==> config.mk <==
export PLATFORM = sky130hd
export DESIGN_NAME = float_alu_arbiter
export DESIGN_NICKNAME = d
export VERILOG_FILES = /design/src/rtl/float_alu_arbiter.sv
export SDC_FILE = /design/constraint.sdc
export NUM_CORES = 1
export LEC_CHECK = 0
export ABC_CLOCK_PERIOD_IN_PS = 2500
export CAP_MARGIN = 25
export CELL_PAD_IN_SITES_DETAIL_PLACEMENT = 1
export CELL_PAD_IN_SITES_GLOBAL_PLACEMENT = 1
export CORE_AREA = 3 3 172 174
export DETAILED_ROUTE_END_ITERATION = 8
export DIE_AREA = 0 0 175 177
export HOLD_SLACK_MARGIN = 0.05
export PLACE_DENSITY = 0.7
export SLEW_MARGIN = 0
export SYNTH_ARGS = -nofsm -noshare
export SYNTH_HDL_FRONTEND = slang
export SYNTH_SLANG_ARGS = --single-unit
==> constraint.sdc <==
create_clock -name clk -period 2.5 [get_ports clk]
set_clock_uncertainty 0.05 [all_clocks]
set_input_delay 0.625 -clock clk [delete_from_list [all_inputs] [get_ports clk]]
set_output_delay 0.625 -clock clk [all_outputs]
set_load 0.02 [all_outputs]
==> src/rtl/float_alu_arbiter.sv <==
// Round-robin arbiter sharing one float_alu between N_REQ requesters.
// One operation is in flight at a time: accept -> issue start -> wait for
// valid (with watchdog) -> hold the response until its owner takes it.
module float_alu_arbiter #(
  parameter int N_REQ          = 4,
  parameter int TIMEOUT_CYCLES = 64
) (
  input  logic                 clk,
  input  logic                 rst_n,
  input  logic [N_REQ-1:0]     req_valid,
  output logic [N_REQ-1:0]     req_ready,
  input  logic [32*N_REQ-1:0]  req_op_a,
  input  logic [32*N_REQ-1:0]  req_op_b,
  input  logic [3*N_REQ-1:0]   req_op_code,
  input  logic [N_REQ-1:0]     req_round_mode,
  input  logic [N_REQ-1:0]     req_mode_fp,
  output logic [N_REQ-1:0]     resp_valid,
  input  logic [N_REQ-1:0]     resp_ready,
  output logic [31:0]          resp_result,
  output logic [4:0]           resp_flags,
  output logic                 resp_timeout,
  output logic [31:0]          alu_op_a,
  output logic [31:0]          alu_op_b,
  output logic [2:0]           alu_op_code,
  output logic                 alu_round_mode,
  output logic                 alu_mode_fp,
  output logic                 alu_start,
  output logic                 alu_ready_in,
  input  logic                 alu_ready_out,
  input  logic                 alu_valid_out,
  input  logic [31:0]          alu_result,
  input  logic [4:0]           alu_flags
);

  localparam int GW = (N_REQ > 1) ? $clog2(N_REQ) : 1;
  localparam int CW = $clog2(TIMEOUT_CYCLES);

  typedef enum logic [1:0] {IDLE, ISSUE, WAIT, RESP} state_t;

  state_t            state_r;
  state_t            state_s;
  logic [GW-1:0]     g_r;
  logic [GW-1:0]     last_r;
  logic [CW-1:0]     cnt_r;
  logic [GW-1:0]     winner_s;
  logic              found_s;
  logic              expire_s;
  logic [N_REQ-1:0]  grant_onehot_s;

  // Rotating-priority scan starting just after the last served requester.
  always_comb begin
    winner_s = '0;
    found_s  = 1'b0;
    for (int k = 1; k <= N_REQ; k++) begin
      if (!found_s && req_valid[(int'(last_r) + k) % N_REQ]) begin
        found_s  = 1'b1;
        winner_s = GW'((int'(last_r) + k) % N_REQ);
      end else begin
        found_s  = found_s;
      end
    end
  end

  // Acceptance strobe and start pulse depend on same-cycle inputs.
  always_comb begin
    req_ready = '0;
    if (state_r == IDLE && found_s) begin
      req_ready[winner_s] = 1'b1;
    end else begin
      req_ready = '0;
    end
    alu_start = (state_r == ISSUE) && alu_ready_out;
  end

  // One-hot decode of the owner of the in-flight operation.
  always_comb begin
    grant_onehot_s      = '0;
    grant_onehot_s[g_r] = 1'b1;
  end

  assign expire_s = (cnt_r == CW'(TIMEOUT_CYCLES - 1));

  // Next-state logic for the accept/issue/wait/respond sequence.
  always_comb begin
    state_s = state_r;
    case (state_r)
      IDLE: begin
        if (found_s) state_s = ISSUE;
        else         state_s = IDLE;
      end
      ISSUE: begin
        if (alu_ready_out) state_s = WAIT;
        else               state_s = ISSUE;
      end
      WAIT: begin
        if (alu_valid_out || expire_s) state_s = RESP;
        else                           state_s = WAIT;
      end
      RESP: begin
        if (resp_ready[g_r]) state_s = IDLE;
        else                 state_s = RESP;
      end
      default: state_s = IDLE;
    endcase
  end

  // State, operand latches, watchdog counter and response registers.
  always_ff @(posedge clk or negedge rst_n) begin
    if (!rst_n) begin
      state_r        <= IDLE;
      g_r            <= '0;
      last_r         <= GW'(N_REQ - 1);
      cnt_r          <= '0;
      alu_op_a       <= 32'd0;
      alu_op_b       <= 32'd0;
      alu_op_code    <= 3'd0;
      alu_round_mode <= 1'b0;
      alu_mode_fp    <= 1'b0;
      alu_ready_in   <= 1'b0;
      resp_valid     <= '0;
      resp_result    <= 32'd0;
      resp_flags     <= 5'd0;
      resp_timeout   <= 1'b0;
    end else begin
      state_r <= state_s;
      case (state_r)
        IDLE: begin
          if (found_s) begin
            g_r            <= winner_s;
            alu_op_a       <= req_op_a[int'(winner_s)*32 +: 32];
            alu_op_b       <= req_op_b[int'(winner_s)*32 +: 32];
            alu_op_code    <= req_op_code[int'(winner_s)*3 +: 3];
            alu_round_mode <= req_round_mode[winner_s];
            alu_mode_fp    <= req_mode_fp[winner_s];
          end else begin
            g_r <= g_r;
          end
          cnt_r <= '0;
        end
        WAIT: begin
          if (alu_valid_out) begin
            resp_result  <= alu_result;
            resp_flags   <= alu_flags;
            resp_timeout <= 1'b0;
            cnt_r        <= '0;
          end else if (expire_s) begin
            resp_result  <= 32'd0;
            resp_flags   <= 5'b00000;
            resp_timeout <= 1'b1;
            cnt_r        <= '0;
          end else begin
            cnt_r <= cnt_r + CW'(1);
          end
        end
        RESP: begin
          if (resp_ready[g_r]) last_r <= g_r;
          else                 last_r <= last_r;
        end
        default: begin
          cnt_r <= cnt_r;
        end
      endcase
      alu_ready_in <= (state_s == WAIT);
      resp_valid   <= (state_s == RESP) ? grant_onehot_s : '0;
    end
  end

endmodule
==> metrics.csv, run 1 <==
stage;metric;value;unit
run_status;status;complete, but fails checks;
run_status;violations;negative setup slack;
cts;cts_buffers;17;
floorplanning;dieArea;30980;um2
route;postRouteAntennaNets;0;
setup_path;rr_endpoint;alu_op_a[7];
floorplanning;ios;442;
timing;finalHoldViolCount;0;
synthesis;synth_adder_area_share;0.001929;
placed_design;detailed_place_hpwl;23240;um
placed_design;dp.cells;1378;
floorplanning;coreArea;27930;um2
hold_path;hp-class;primary input to asynchronous set/reset pin;
layout;synthToLayoutAreaGrowth;99.85;%
cts;clk_pin_slew_worst_paths;0.07;ns
layout;nets;1374;
setup_path;critPathCaptureType;primary output;
cts;ctsHtreeMaxLevel;4;
timing;fin_ws;-0.1939;ns
placed_design;dpl_cell_area;11460;um2
synthesis;synth-main-ff-cell;dfrtp_1;
cts;root_buffer;clkbuf_16;
synthesis;netlist_instances;570;
setup_path;slowest_delay;0.44;ns
cts;cts.path.max_buffers;2;
layout;final_common_cell;clkdlybuf4s50_1;
synthesis;synth_xor_area_frac;0.001350;
route;routed_wirelength;33390;um
timing;maxSlewHeadroom;0.3929;
synthesis;ys_seq_elements;124;
layout;drive_gt1_frac;0.1499;
global_route;grt_overflow;0;
synthesis;async_reset_ff_frac;1.000;
synthesis;yosys_warnings;0;
route;vias_per_cell;4.768;
route;dr_total_vias;6871;
floorplanning;initial_utilization;0.2322;
cts;cts_hold_buf;0;
timing;whs;0.1019;ns
setup_path;path_cells;dlygate4sd2_1, nor4_4, or3_2, or2_4, nor2_4, buf_6;
job;maxCapViolations;0;
setup_path;path_max_fanout;3;
synthesis;synth_top_family_by_area;multiplexers;
route;post_drt_wl_per_cell;23.17;um
synthesis;synth_compound_area_frac;0.1730;
route;first_pass_iters;6;
timing;tightest_slew;0.9106;ns
global_route;grt_pass1_vias;7449;
power;p_leak;5.537;nW
cts;cts_tree;built;
timing;fin_crit_sh;1.078;
layout;instances_no_fill;1441;
floorplanning;die_h;177;um
timing;fmax;0.3712;GHz
setup_path;setup.worst_path.class;primary input to primary output;
floorplanning;chipWidth;175;um
setup_path;cp.arrival;2.02;ns
setup_path;crit_slowest_cell;or3_2;
timing;slew_violations;0;
layout;layout.cells.most_common_list;clkdlybuf4s50_1 (431), dfrtp_1 (122), mux2i_1 (115);
setup_path;r2r_start;last_r[1];
global_route;grt_start_max_net_pins;70;
setup_path;start_kind;primary input;
placed_design;routabilityCongestion;0.7855;
timing;rsz0062_at_grt;true;
power;p_per_area;1132;nW/um2
synthesis;synth_enable_flop_cells;0;
synthesis;seq_area_frac_synth;0.4788;
global_route;grt_pass1_wl;46410;um
power;ir_drop;610.1;uV
route;drt_iter0_markers;304;
layout;design_area;12960;um2
setup_path;r2r_slack;-0.10;ns
synthesis;post_synth.cell_area_avg;11.38;um2
synthesis;syn-cell-area;6486;um2
layout;fill_cells;3018;
setup_path;r2r_cells;12;
timing;period_minus_slack;2.694;ns
route;route.detailed.drc;0;
placed_design;portBuffers;441;
synthesis;synth_mux_area_frac;0.2213;
synthesis;synth_cell_types;39;
cts;insertion_delay;0.42;ns
setup_path;critPathRequiredTime;1.82;ns
synthesis;synth_simple_gate_area_frac;0.07523;
global_route;antenna_found_initial;5;
cts;cts_sinks;124;
floorplanning;core.rowCount;61;
global_route;grt_usage;0.1966;
timing;finalSetupViolations;54;
synthesis;synth_fp_nets;896;
==> cell usage after synthesis, drive strengths merged, types with 2 or more instances <==
cell | instances | area (um2)
dfrtp | 122 | 3053
nor3 | 7 | 35.03
a21oi | 5 | 25.02
nand2 | 83 | 311.6
nand3 | 2 | 10.01
nor2 | 13 | 48.80
a22o | 37 | 324.1
o21ai | 11 | 55.05
clkbuf | 19 | 71.32
inv | 7 | 26.27
dfstp | 2 | 52.55
nor2b | 3 | 18.77
and3 | 2 | 12.51
o221ai | 70 | 663.1
mux2i | 140 | 1401
buf | 29 | 216.5
nand2b | 2 | 12.51
==> worst max path at each step <==
stage,startpoint,endpoint,slack (ns),cells past startpoint
after floorplan,req_valid[3],req_ready[2],-0.07,7
after global placement,req_valid[0],req_ready[2],-1.38,9
after detailed placement,req_valid[0],req_ready[2],-1.36,9
after CTS,last_r[1],req_ready[2],-0.27,7
after global routing,last_r[1],req_ready[2],-0.27,7
final,req_valid[2],req_ready[2],-0.19,6
==> timing repair <==
action                                  in CTS  in global routing
resized for setup                           77                 35
buffers inserted                             9                  5
pin swaps                                    9                  1
cloned                                       5                 11
endpoints found under the setup margin      74                 73
==> power breakdown <==
part | total, W | internal (W) | switching (W)
sequential | 0.00349 | 0.00295 | 0.000541
clock | 0.00261 | 0.00143 | 0.00118
combinational | 0.00857 | 0.00440 | 0.00417
total | 0.0147 | 0.00878 | 0.00589
==> stage by stage <==
step / power (W) / util / TNS, ns / setup WS [ns]
final: 0.01467 / 0.4640 / -2.645 / -0.1939
after global routing: 0.01552 / 0.4639 / -11.66 / -0.2747
after CTS: 0.01418 / 0.4476 / -1.921 / -0.2722
after detailed placement: 0.01082 / 0.4102 / -40.94 / -1.361
after global placement: 0.01070 / 0.4102 / -39.72 / -1.378
after floorplan: 0.007380 / - / -0.1362 / -0.06808
==> registers in the layout, indices dropped and copies added (netlist names) <==
name	count
alu_mode_fp	1
alu_op_a	32
alu_op_b	32
alu_op_code	3
alu_ready_in	1
alu_round_mode	1
cnt_r	6
g_r	2
last_r	2
resp_flags	5
resp_result	32
resp_timeout	1
resp_valid	4
state_r	2
==> kinds of logic (layout without fill, tap and decap cells) <==
family                   after synthesis  after routing
multiplexers                         142            142
AO/OA/AOI/OAI                        130            130
flip-flops                           124            124
AND/OR/NAND/NOR                      117            117
adder cells (fa/ha/maj)                1              1
XOR/XNOR                               1              1
buffers and inverters                 55            546
other                                  0              2
==> critical path, delay by kind of cell <==
| family | cells | cell delay [ns] |
|---|---|---|
| buffers and inverters | 2 | 0.43 |
| and+or+nand+nor | 4 | 0.95 |
==> layout make-up <==
class,count,area (um2),area share
clock inverter,15,170.2,0.01313
antenna,2,5.005,0.0003861
tap,378,473.0,0.03649
timing repair buffer,507,5390,0.4158
inverter,7,26.28,0.002027
sequential,124,3105,0.2396
multi-input combinational,391,3367,0.2597
clock buffer,17,425.4,0.03282
==> layer usage <==
layer | part of all wire | vias to the layer above | track usage
met1 | 0.39 | 3388 | 0.2247
met3 | 0.086 | 39 | 0.07743
met4 | 0.017 | 6 | 0.04820
met2 | 0.51 | 314 | 0.3455
li1 | - | 3124 | -
met5 | 0.0010 | - | 0
Note: power is estimated with default switching activity, not from simulation.
==> run 2, diff against run 1 <==
- CTS_CLUSTER_SIZE: unset -> 25
- SKIP_CTS_REPAIR_TIMING: unset -> 1
==> metrics.csv, run 2 (synthesis results as in run 1) <==
stage;metric;value;unit
run_status;violations;negative setup slack;
global_route;met3_usage;0.07443;
cts;ctsHtreeMaxLevel;4;
floorplanning;coreArea;27930;um2
layout;diodes;0;
timing;finalSetupViolations;4;
route;post_drt_wl_per_cell;21.60;um
cts;cts_sinks;124;
setup_path;slowest_delay;0.61;ns
setup_path;critPathCaptureType;primary output;
global_route;gr-max-usage-layer;met2;
hold_path;hp-class;primary input to asynchronous set/reset pin;
timing;maxSlewHeadroom;0.4159;
timing;period_minus_slack;2.703;ns
timing;fmax;0.3699;GHz
floorplanning;chipWidth;175;um
placed_design;portBuffers;441;
route;dr_total_vias;6676;
global_route;grt_start_max_net_pins;70;
cts;insertion_delay;0.42;ns
layout;final_common_cell;clkdlybuf4s50_1;
setup_path;path_max_fanout;8;
setup_path;critPathRequiredTime;1.82;ns
setup_path;crit_slowest_cell;dfstp_2;
floorplanning;core.rowCount;61;
timing;tightest_slew;0.8761;ns
run_status;status;complete, but fails checks;
layout;final_util;0.4387;
setup_path;cp.arrival;2.03;ns
setup_path;path_cells;nand2b_4, and3_1, a221oi_4, buf_6, buf_6, nor2_2, buf_6;
placed_design;dp.cells;1378;
route;vias_per_cell;4.721;
timing;fin_crit_sh;1.081;
floorplanning;ios;442;
global_route;grtUsageMet2;0.3291;
placed_design;detailed_place_hpwl;23240;um
power;p_per_area;1103;nW/um2
setup_path;crit_top_cell;buf_6;
route;postRouteAntennaNets;0;
timing;finalHoldViolCount;0;
layout;top_regs;alu_op_a: 32 flops, alu_op_b: 32 flops, resp_result: 32 flops;
power;ir_drop;610.2;uV
cts;clk_pin_slew_worst_paths;0.08;ns
floorplanning;die_h;177;um
power;p_leak;5.357;nW
placed_design;dp_slack;-1.361;ns
setup_path;critPathTopFamily;flip-flops;
job;maxCapViolations;0;
layout;drive_gt1_frac;0.1033;
layout;layout.cells.most_common_list;clkdlybuf4s50_1 (431), mux2i_1 (139), dfrtp_1 (122);
global_route;use_met1;0.2194;
global_route;grt_pass1_wl;44820;um
setup_path;setup.worst_path.class;flip-flop to primary output;
cts;root_buffer;clkbuf_16;
layout;synthToLayoutAreaGrowth;88.93;%
route;route.detailed.drc;0;
global_route;grt_pass1_vias;7331;
route;first_pass_iters;4;
timing;whs;0.1004;ns
layout;instances_no_fill;1414;
route;drt_iter0_markers;225;
placed_design;routabilityCongestion;0.7855;
cts;cts_tree;built;
setup_path;critPathBufInv;3;
layout;nets;1349;
cts;cts.path.max_buffers;2;
floorplanning;initial_utilization;0.2322;
global_route;grt_usage;0.1888;
floorplanning;dieArea;30980;um2
timing;fin_ws;-0.2032;ns
setup_path;start_kind;flip-flop;
timing;rsz0062_at_grt;true;
global_route;antenna_found_initial;3;
cts;cts_buffers;17;
global_route;grt_overflow;0;
route;routed_wirelength;30540;um
timing;slew_violations;0;
run 2: cell count changes in the layout (fill, tap and decap cells not counted), moves of 2 or more:
| cell | previous run | this run |
|---|---|---|
| buf_16 | 7 | 2 |
| dlygate4sd2_1 | 5 | 0 |
| o221ai_2 | 12 | 7 |
| o221ai_1 | 57 | 62 |
| buf_12 | 11 | 3 |
| buf_8 | 2 | 0 |
| clkbuf_16 | 26 | 18 |
| diode_2 | 2 | 0 |
| dlymetal6s2s_1 | 0 | 5 |
| mux2i_1 | 115 | 139 |
| mux2i_4 | 9 | 1 |
| mux2i_2 | 16 | 0 |
run 2: path summary, 6_finish.rpt:
| check | from | end | slack [ns] | cells past startpoint |
|---|---|---|---|---|
| min in group clk | alu_op_b[3] | alu_op_b[3] | 0.44 | 2 |
| setup / recovery | last_r[1] | req_ready[1] | -0.20 | 7 |
| max in group asynchronous | rst_n | alu_op_b[9] | 1.66 | 2 |
| setup reg to reg | last_r[1] | alu_op_a[10] | 0.12 | 7 |
| hold reg to reg | alu_op_b[3] | alu_op_b[3] | 0.44 | 2 |
| hold / removal | rst_n | alu_op_b[7] | 0.10 | 1 |
run 2: metal layers:
metal  up-vias  wire length [um]
met5         -                21
met4         4               456
met1      3266             11990
met3        30              2727
met2       306             15340
li1       3070                 -
run 2: metrics by stage:
step / area, um2 / setup TNS (ns) / power [W]
final: 12250 / -0.6092 / 0.01352
after global routing: 12250 / -1.019 / 0.01439
after CTS: 12050 / -9.726 / 0.01351
after detailed placement: 11460 / -40.94 / 0.01082
after global placement: 11460 / -39.72 / 0.01070
after floorplan: 6486 / -0.1362 / 0.007380
run 2: cell type report:
class                   instances  area [um2]
well taps                     378       473.0
clock buffers                  17       425.4
multi-input cells             391        3192
repair buffers                482        4862
flip-flops and latches        124        3105
fillers                      3081       15680
inverters                       7       26.28
clock inverters                15       170.2
run 2: worst reg2reg max path: stages (launching register included):
cell	delay (ns)
dfstp_2	0.61
nand2b_1	0.12
a21oi_1	0.09
o221ai_4	0.30
buf_6	0.23
buf_16	0.27
mux2i_1	0.38
o221ai_1	0.17
run 2: power breakdown:
| part | total, W | internal (W) | switching, W | leakage (nW) |
|---|---|---|---|---|
| clock network | 0.00260 | 0.00143 | 0.00117 | 0.288 |
| logic | 0.00742 | 0.00365 | 0.00377 | 3.52 |
| registers | 0.00350 | 0.00295 | 0.000549 | 1.55 |
| total | 0.0135 | 0.00804 | 0.00548 | 5.36 |
==> RTL change 1, RTL diff (config.mk and constraints of run 1) <==
Set the parameter `TIMEOUT_CYCLES` to 128 (it was 64).
--- a/src/rtl/float_alu_arbiter.sv
+++ b/src/rtl/float_alu_arbiter.sv
@@ -5,3 +5,3 @@
   parameter int N_REQ          = 4,
-  parameter int TIMEOUT_CYCLES = 64
+  parameter int TIMEOUT_CYCLES = 128
 ) (
Behaviour: same outputs for any inputs over 4 cycles, from zero or initial values and one cycle with rst_n low; that may be too few to reach the edited logic, so the function may still have changed.
==> RTL change 1 against run 1 <==
The run still ends with negative setup slack left. Combinational power fell by 15%. Count of clock-buffer cells in the layout increased by 1. Routed wire length fell by 12%. Synthesized area grew 1.9%. Worst setup slack better by 0.15 ns. First-iteration DRC count down 11%. Register-to-register slack better by 0.24 ns. Total power fell by 8.8%. Non-clock buffer count decreased by 32. Cell area fell by 6.3%. Sequential cell count up 1.
==> RTL change 1: results (changes against run 1) <==
INFO  metric status = finished, violations left
INFO  metric failing_checks = negative setup slack
INFO  metric cts-hold-fix-buffers = 1 (+1)
INFO  metric reg2reg_depth = 8 (-4)
INFO  metric r2r_slack = 0.14 ns (+0.24 ns)
INFO  metric post_synth_num_cell_types = 44 (+13%)
INFO  metric net-switching-power = 5.31 mW (-9.8%)
INFO  metric diodes = 0 (-2)
INFO  metric non_clock_buffer_area_share = 39.4% (-2.1 points)
INFO  metric multiInputGateArea = 3140 sq um (-6.7%)
INFO  metric pre_cts_setup_slack = -0.720 ns (+0.641 ns)
INFO  metric dr_total_vias = 6605 (-3.9%)
INFO  metric min_path_type = reg -> reg
INFO  metric critical_path_class = reg -> out
INFO  metric buffers = 475 (-6.3%)
INFO  metric detailedRoute.firstPassIterationCount = 4 (-2)
INFO  metric first_global_vias = 7306 (-1.9%)
INFO  metric drt_first_iter_violations = 271 (-11%)
INFO  metric cts_repair_resize_count = 35 (-55%)
INFO  metric post-route-util = 43.5% (-2.9 points)
INFO  metric post_synth_main_area_contributors = sky130_fd_sc_hd__dfrtp_1 47%, sky130_fd_sc_hd__mux2i_1 21%, sky130_fd_sc_hd__o221ai_1 9.1%
INFO  metric drt-met1-wl = 10700 microns (-17%)
INFO  metric setup_violations = 3 (-94%)
INFO  metric layout_worst_path_cycle_share = 102% (-6.1 points)
INFO  metric inverters = 4 (-3)
INFO  metric grt_use_met1 = 19.8% (-2.7 points)
INFO  metric first_pass_grt_wire_length = 43600 microns (-6.0%)
INFO  metric ir_drop = 0.510 mV (-16%)
INFO  metric share_of_layout_cells_above_drive_strength_1 = 8.79% (-6.2 points)
INFO  metric endpoint = req_ready[0]
INFO  metric num-fill-cells = 3039 (+0.70%)
INFO  metric synthesis.area_per_instance = 11.7 sq um (+2.6%)
INFO  metric synth_commonest_cells = 139 x sky130_fd_sc_hd__mux2i_1, 123 x sky130_fd_sc_hd__dfrtp_1, 86 x sky130_fd_sc_hd__nand2_1, 69 x sky130_fd_sc_hd__o221ai_1, 38 x sky130_fd_sc_hd__a22o_1
INFO  metric use_met2 = 32.6% (-1.9 points)
INFO  metric seqAreaFraction = 25.8% (+1.8 points)
INFO  metric ys_seq_area_share = 47.4% (-0.53 points)
INFO  metric dpl-instance-area = 11400 sq um (-0.42%)
INFO  metric antenna_found_initial = 0 (-5)
INFO  metric numClockSinks = 125 (+0.81%)
INFO  metric critical_path_peak_fanout = 6 (+3)
INFO  metric globalRouteMet3Util = 8.00% (+0.26 points)
INFO  metric post-place-cells = 1363 (-1.1%)
INFO  metric setup_ws = -0.0408 ns (+0.153 ns)
INFO  metric synth.mux.area_fraction = 21.7% (-0.40 points)
## RTL change 1: cell types whose count changed after synthesis, sizes merged, moves of 3 or more
| cell | before | now |
|---|---|---|
| bufbuf | 0 | 4 |
| nor2 | 13 | 5 |
| buf | 29 | 20 |
| or3 | 1 | 4 |
| nand2 | 83 | 87 |
| o21ai | 11 | 2 |
| nor3 | 7 | 2 |
| clkbuf | 19 | 25 |
| inv | 7 | 4 |
## RTL change 1: worst max-delay path, stage by stage (launching register included)
cell	delay, ns
sky130_fd_sc_hd__dfstp_2	0.63
sky130_fd_sc_hd__a21oi_2	0.09
sky130_fd_sc_hd__a31oi_4	0.15
sky130_fd_sc_hd__o2bb2ai_2	0.14
sky130_fd_sc_hd__buf_4	0.15
sky130_fd_sc_hd__nand2_4	0.05
sky130_fd_sc_hd__nor2_4	0.11
sky130_fd_sc_hd__buf_6	0.13
==> RTL change 2, RTL diff (settings of run 1) <==
Without the edit above. Reset style: synchronous (`rst_n`), changed in one clocked block.
--- a/src/rtl/float_alu_arbiter.sv
+++ b/src/rtl/float_alu_arbiter.sv
@@ -107,3 +107,3 @@
   // State, operand latches, watchdog counter and response registers.
-  always_ff @(posedge clk or negedge rst_n) begin
+  always_ff @(posedge clk) begin
     if (!rst_n) begin
Function: differs if rst_n is asserted again (counterexample within 4 cycles, from zero or initial values and one cycle with rst_n low); with rst_n held inactive, the same outputs for 4 cycles.
==> RTL change 2 against run 1 <==
Routed wire length rose by 4.4%. Critical endpoint is now req_ready[3]. Cell area is 1.2% lower. Worst setup slack better by 0.29 ns. Synthesized area up 11%. Utilization shrank 0.55 points. Highest routed layer is now met4. Sequential cell count did not move.
Power is not compared: it rests on default switching activity, and its combinational part moved more than twofold at a synthesized area within 25%.
==> RTL change 2: results (changes against run 1) <==
INFO  metric status = completed
INFO  metric seqAreaFraction = 19.4% (-4.6 points)
INFO  metric drt_first_iter_violations = 356 (+17%)
INFO  metric critPathSlowestCell = sky130_fd_sc_hd__dfxtp_1
INFO  metric multi_input_comb_cells = 573 (+47%)
INFO  metric num-fill-cells = 3279 (+8.6%)
INFO  metric non_clock_buffer_area_share = 37.7% (-3.9 points)
INFO  metric layout-area-overhead-vs-synth = 77.3%
INFO  metric diodes = 8 (+6)
INFO  metric fraction_of_standard_cell_area_in_multi_input_logic = 32.2% (+6.2 points)
INFO  metric endpoint = req_ready[3]
INFO  metric reg2reg_depth = 7 (-5)
INFO  metric worst_pin_slew = 0.891 ns (-0.0194 ns)
INFO  metric globalplace.congestion = 0.803 (+2.2%)
INFO  metric ys_seq_area_share = 34.4% (-14 points)
INFO  metric inverters = 73 (+66)
INFO  metric post_layout_instance_count_excluding_filler_cells = 1674 (+16%)
INFO  metric minimum_period_implied_by_the_final_worst_setup_slack = 2.41 ns (-0.288 ns)
INFO  metric async_flop_share = 0% (-100 points)
INFO  metric worst_r2r_endpoint = alu_op_a[28]
INFO  metric buffers = 487 (-3.9%)
INFO  metric pre_cts_setup_slack = -0.746 ns (+0.615 ns)
INFO  metric finish.net_count = 1602 (+17%)
INFO  metric critical_path_peak_fanout = 4 (+1)
INFO  metric synth_commonest_cells = 124 x sky130_fd_sc_hd__dfxtp_1, 80 x sky130_fd_sc_hd__nand2_1, 73 x sky130_fd_sc_hd__inv_1, 71 x sky130_fd_sc_hd__mux2i_1
INFO  metric share_of_layout_cells_above_drive_strength_1 = 9.55% (-5.4 points)
INFO  metric n_clock_buffer = 18 (+1)
INFO  metric critical_path.reg2reg.startpoint = last_r[0]
-- RTL change 2: changes by cell type after synthesis, moves of 37 or more --
cell / change
sky130_fd_sc_hd__o21ai_1: +37
sky130_fd_sc_hd__nor2b_1: +40
sky130_fd_sc_hd__a22o_1: -37
sky130_fd_sc_hd__dfxtp_1: +124
sky130_fd_sc_hd__a31oi_1: +68
sky130_fd_sc_hd__dfrtp_1: -122
sky130_fd_sc_hd__o211ai_1: +60
sky130_fd_sc_hd__and4_1: +69
sky130_fd_sc_hd__mux2i_1: -69
sky130_fd_sc_hd__inv_1: +67
sky130_fd_sc_hd__o221ai_1: -62
sky130_fd_sc_hd__a22oi_1: +37
-- RTL change 2: timing repair --
item | CTS | global route
pin swaps | 4 | 4
endpoints found under the setup margin | 46 | 15
setup buffers | 0 | 1
endpoints found under the hold margin | 0 | 0
gates resized for setup | 32 | 10
cloned | 0 | 0
-- RTL change 2: logic make-up (layout without fill, tap and decap cells) --
group | count (synthesis) | in the layout | synth area share (%)
AO/OA/AOI/OAI | 265 | 265 | 25.3
adder cells (fa/ha/maj) | 1 | 1 | 0.173
buffers and inverters | 164 | 591 | 9.86
flip-flops | 124 | 124 | 34.4
multiplexers | 72 | 72 | 10.2
other | 0 | 8 | 0
AND/OR/NAND/NOR | 235 | 235 | 20.2
-- RTL change 2: metrics by stage --
| stage | hold slack (ns) | power (mW) |
|---|---|---|
| floorplan | 0.426 | 3.29 |
| global placement | 0.407 | 4.48 |
| detailed placement | 0.416 | 4.51 |
| CTS | 0.430 | 7.17 |
| global route | 0.457 | 7.43 |
| finish | 0.428 | 7.09 |
-- RTL change 2: metal layers --
metal	GRT usage (%)	up-vias	share of wire, %
met5	0	-	0
met4	7.51	0	2.0
met3	5.23	35	5.2
met2	37.5	255	52
met1	25.3	3999	41
li1	-	3994	-
